[src/rtl/otbn_pq_pkg.sv]
// otbn_pq_pkg: shared OTBN PQ types, constants and the Keccak plane unpack helper
package otbn_pq_pkg;
  localparam int PQLEN = 32;
  localparam int KeccakNumPlanes = 5;
  localparam int KeccakLaneW = 64;
  typedef enum logic [1:0] {IDLE, ACC, DONE} keccak_parity_state_e;
  // Lanes 0..3 come from a, lane 4 from b[63:0]; lane x lands at index [x].
  function automatic logic [4:0][KeccakLaneW-1:0] keccak_unpack_plane(
    input logic [PQLEN*8-1:0] a,
    input logic [PQLEN*8-1:0] b
  );
    return {b[KeccakLaneW-1:0], a};
  endfunction
endpackage

[src/rtl/otbn_keccak_column_parity.sv]
// otbn_keccak_column_parity: accumulates five Keccak planes into column parity C[x]
// Ports: clk_i/rst_ni (async active-low), clear_i abort, in_valid_i/in_ready_o with
//   in_a_i (lanes 0..3) and in_b_i (lane 4 at [63:0]), out_valid_o/out_ready_i with
//   rs0_o (C[0..3]) and rs1_o (C[4] at [63:0]), plane_cnt_o planes absorbed.
// Build option OTBN_KECCAK_PARITY_SCRUB_EN: zero acc on consume/clear and mask
//   rs0_o/rs1_o whenever no result is valid.
module otbn_keccak_column_parity
  import otbn_pq_pkg::*;
(
  input  logic               clk_i,
  input  logic               rst_ni,
  input  logic               clear_i,
  input  logic               in_valid_i,
  output logic               in_ready_o,
  input  logic [PQLEN*8-1:0] in_a_i,
  input  logic [PQLEN*8-1:0] in_b_i,
  output logic               out_valid_o,
  input  logic               out_ready_i,
  output logic [PQLEN*8-1:0] rs0_o,
  output logic [PQLEN*8-1:0] rs1_o,
  output logic [2:0]         plane_cnt_o
);
`ifdef OTBN_KECCAK_PARITY_SCRUB_EN
  localparam logic ScrubEn = 1'b1;
`else
  localparam logic ScrubEn = 1'b0;
`endif
  keccak_parity_state_e r_state, w_state_nxt;
  logic [4:0][KeccakLaneW-1:0] r_acc, w_acc_nxt, w_plane;
  logic [2:0] r_cnt, w_cnt_nxt;
  logic w_accept, w_consume, w_mask;
  assign w_plane = keccak_unpack_plane(in_a_i, in_b_i);
  assign in_ready_o = r_state != DONE;
  assign out_valid_o = r_state == DONE;
  assign w_accept = in_valid_i & in_ready_o & ~clear_i;
  assign w_consume = out_valid_o & out_ready_i;
  assign w_mask = ScrubEn & ~out_valid_o;
  assign rs0_o = w_mask ? '0 : r_acc[3:0];
  assign rs1_o = w_mask ? '0 : {{(PQLEN*8-KeccakLaneW){1'b0}}, r_acc[4]};
  assign plane_cnt_o = r_cnt;
  always_comb begin
    w_state_nxt = r_state;
    w_cnt_nxt = r_cnt;
    w_acc_nxt = r_acc;
    if (clear_i) begin
      w_state_nxt = IDLE;
      w_cnt_nxt = '0;
      w_acc_nxt = ScrubEn ? '0 : r_acc;
    end else if (w_accept) begin
      // First plane loads rather than XORs, so a stale acc never leaks in.
      w_acc_nxt = (r_state == IDLE) ? w_plane : r_acc ^ w_plane;
      w_cnt_nxt = (r_state == IDLE) ? 3'd1 : r_cnt + 3'd1;
      w_state_nxt = (w_cnt_nxt == 3'(KeccakNumPlanes)) ? DONE : ACC;
    end else if (w_consume) begin
      w_state_nxt = IDLE;
      w_cnt_nxt = '0;
      w_acc_nxt = ScrubEn ? '0 : r_acc;
    end
  end
  always_ff @(posedge clk_i or negedge rst_ni) begin
    if (!rst_ni) begin
      r_state <= IDLE;
      r_cnt <= '0;
      r_acc <= '0;
    end else begin
      r_state <= w_state_nxt;
      r_cnt <= w_cnt_nxt;
      r_acc <= w_acc_nxt;
    end
  end
endmodule

[config.mk]
export PLATFORM = sky130hd
export DESIGN_NAME = otbn_keccak_column_parity
export DESIGN_NICKNAME = d
export VERILOG_FILES = /design/src/rtl/otbn_pq_pkg.sv /design/src/rtl/otbn_keccak_column_parity.sv
export SDC_FILE = /design/constraint.sdc
export NUM_CORES = 1
export LEC_CHECK = 0
export ABC_AREA = 0
export BUFFER_PORTS_ARGS = -buffer_cell sky130_fd_sc_hd__buf_2
export CORE_AREA = 5 5 400 402
export DETAILED_ROUTE_END_ITERATION = 10
export DIE_AREA = 0 0 405 407
export SETUP_SLACK_MARGIN = 0.15
export SLEW_MARGIN = 20
export SYNTH_ARGS = -nofsm -noshare
export SYNTH_HDL_FRONTEND = slang
export SYNTH_SLANG_ARGS = --single-unit
[constraint.sdc]
create_clock -name clk_i -period 1.6 [get_ports clk_i]
set_input_delay 0.16 -clock clk_i [delete_from_list [all_inputs] [get_ports clk_i]]
set_output_delay 0.16 -clock clk_i [all_outputs]
set_load 0.05 [all_outputs]
==> impl_results.md <==
* Die ar. at between 0.15 and 0.2 mm^2
* Start of the worst register-to-register path: r_state[0]
* CTS buffer count at 41
* Chip Height at 407 um
* First-pass GRT wire length at between 90 and 100 mm
* Final Hold Viols at 0
* Setup WS post-layout at -0.385 ns
* Setup violators final at approximately 320
* Cells on worst reg2reg path at 6
* RSZ-0062 raised after global routing: true
* Later-pin clock latency in the skew report at a little under 0.6 ns
* Routed wl met3 at 6.86 mm
* DRC Markers at 0
* GP Congestion at 0.850
* Final core occ at 0.176
* Drt pass-1 iters at 5
* Final HPWL DP at 51.2 mm
* Critical Path Start Type: flop
* Synth Area in Compound Gates at 0.00372
* Via count at roughly 15,000
* Critical Path End Type: flop
* Top cell type by total area after synthesis: dfrtp_1
* Mapped Area at 0.0165 mm^2
* Vias in the first global route at ~16,000
* Fmax at 504 MHz
* Post-synthesis mux area share at 0
* Crit Path Max Fanout at 18
* Async S/R FF share, synth at 1.00
* Worst-case hold slack at ~0.15 ns
* PD cells at 1490 mW/mm^2
* Total track usage at 0.0791
* GRT overflow at 0
* Yosys cell types at 27
* Hold Crit Class: input port to async pin
* Post-synth top area share at 0.494
* Post-Synth Simple-Gate Area at 0.200
* Maximum VDD drop at approximately 1100 uV
* M1 WL at approximately 31 mm
* Routed WL at between 70 and 80 mm
* Tcrit/Tclk final at 1.24
* Max-slew violations at 0
* Port Buffer Count at between 600 and 700
* Reg2Reg Setup Slack at -0.38 ns
* Area contributors post-synth: dfrtp_1, xor2_1, nand3_1
* Layout cell share with drive strength beyond 1 at 0.392
* Core box area at between 0.15 and 0.2 mm^2
* EDFF count, synth at 0
* Boundary pin count at 1,034
* Synth Area in Adders at 0.000759
* Routed Antenna Nets at 0
* Worst Path Arrival at between 2 and 2.5 ns
* Met2 Wirelength at about 32 mm
* Clk sink count at roughly 330
* Clock Path Buffers at 3
* Via density at ~3.2
* Syn avg cell area at between 10 and 15 um^2
* Worst Setup Path Type: flop to flop
* Starting Density at 0.106
* Largest family of logic cells by synthesized area: simple AND/OR/NAND/NOR gates
* Top routing layer in use: met5
* Max-slew headroom at 0.588
* Register area share after synthesis at 0.494
* Syn-to-layout area delta at 66.3%
* Primary FF master, synth: dfrtp_1
* Maximum capacitance violations at 0
* Antenna violations before repair at 20
* H-tree levels at 2
* Cell row count at roughly 150
* Status: finished with violations
* Fin nets at around 3,200
* Yosys reg bits at approximately 330
* Worst Path Required at 2.09 ns
* Least-Margin Pin Slew at 0.618 ns
* Routed len/inst at 15.3 um
* Failing checks: setup timing
* LEAKAGE at 12.6 nW
* Most frequent cells after synthesis: dfrtp_1, xor2_1, nand3_1, buf_4, nand2_2
* Die width at 405 um
* CTS tree: built
* Ys Warns at 0
* Post-route minimum period at roughly 2 ns
* Clock root buffer: clkbuf_16
* Final Skew at around 0.019 ns
* Clk slew on worst S/H paths at roughly 0.06 ns
* Largest net degree at the start of global routing at 50
* Top-count cell post-synth: dfrtp_1
* Detailed Route Iter0 Violations at approximately 940
* Synth Area in XOR/XNOR at 0.171
* Post-synthesis cell count at 1,608
* FF-to-FF End: rs0_o[242]
==> worst max-delay path, stage by stage (launching register included) <==
cell and delay (ns):
dfrtp_1 0.39, or4b_4 0.58, buf_6 0.15, buf_16 0.15, clkbuf_16 0.26, nand2_2 0.07
xor2_1 0.17
==> state kept, by name, summed over array words and instances (netlist names) <==
| name | count |
|---|---|
| plane_cnt_o | 3 |
| r_state | 2 |
| rs0_o | 256 |
| rs1_o | 64 |
==> power by group <==
group          leakage [nW]  total, W  switching (W)  internal, W
sequential             4.07    0.0124        0.00173       0.0107
combinational          7.87    0.0189         0.0145      0.00440
clock                 0.671   0.00959        0.00396      0.00562
total                  12.6    0.0410         0.0202       0.0207
==> final cells by class <==
class / instances / area (um^2)
flip-flops and latches: 325 / 8130
repair buffers: 1117 / 8280
fillers: 17095 / 128000
multi-input cells: 1172 / 7020
clock inverters: 15 / 179
inverters: 2 / 20.0
well taps: 2058 / 2570
diodes: 12 / 30.0
clock buffers: 57 / 1180
==> routing by layer <==
metal	track usage	vias up
li1	-	6875
met1	0.100	7315
met2	0.125	823
met3	0.0252	122
met4	0.0305	12
met5	0	-
==> through the flow <==
step / TNS (ns) / total power (W) / worst slack, ns / instances / area (um^2)
floorplan: -1.49 / 0.0256 / -0.00868 / 1799 / 17200
global route: -85.32 / 0.0428 / -0.358 / 4749 / 27400
global placement: -20.61 / 0.0304 / -0.141 / 4322 / 22000
finish: -72.27 / 0.0410 / -0.385 / 4758 / 27400
detailed placement: -29.37 / 0.0305 / -0.198 / 4322 / 22000
CTS: -59.40 / 0.0413 / -0.273 / 4730 / 26900
==> what timing repair did <==
action	CTS	global route
pin swaps	4	3
gates resized for setup	33	53
setup buffers	7	8
endpoints found under the hold margin	406	0
endpoints found under the setup margin	533	560
gates cloned	4	8
hold buffers	325	0
==> logic make-up after synthesis <==
family / Yosys count
simple gates: 650
compound gates: 8
fa+ha+maj: 1
buf+inv: 302
xor+xnor: 321
other cells: 1
flops: 325
==> cell usage in the layout, fill, tap and decap left out, types with 3 or more instances in the layout <==
cell	count
clkbuf_8	9
nand3_1	315
nand3_2	5
clkinv_2	7
buf_8	5
dlygate4sd3_1	325
buf_4	89
bufinv_16	3
xor2_2	3
nand2_1	138
buf_2	646
nand2_2	181
buf_6	13
xor2_1	318
nand2_4	4
buf_12	22
buf_16	8
diode_2	12
clkbuf_16	48
conb_1	192
clkbuf_1	7
dfrtp_1	325
==> worst max path at each step <==
stage	slack (ns)	cells after the start	from	endpoint
global placement	-0.14	5	r_state[0]	rs0_o[114]
CTS	-0.27	5	r_state[0]	in_ready_o
floorplan	-0.009	6	r_state[0]	rs0_o[128]
finish	-0.38	6	r_state[0]	rs0_o[242]
detailed placement	-0.20	5	r_state[0]	rs0_o[89]
global route	-0.36	6	r_state[0]	rs0_o[242]
No activity file was read; power rests on OpenSTA's default activity.
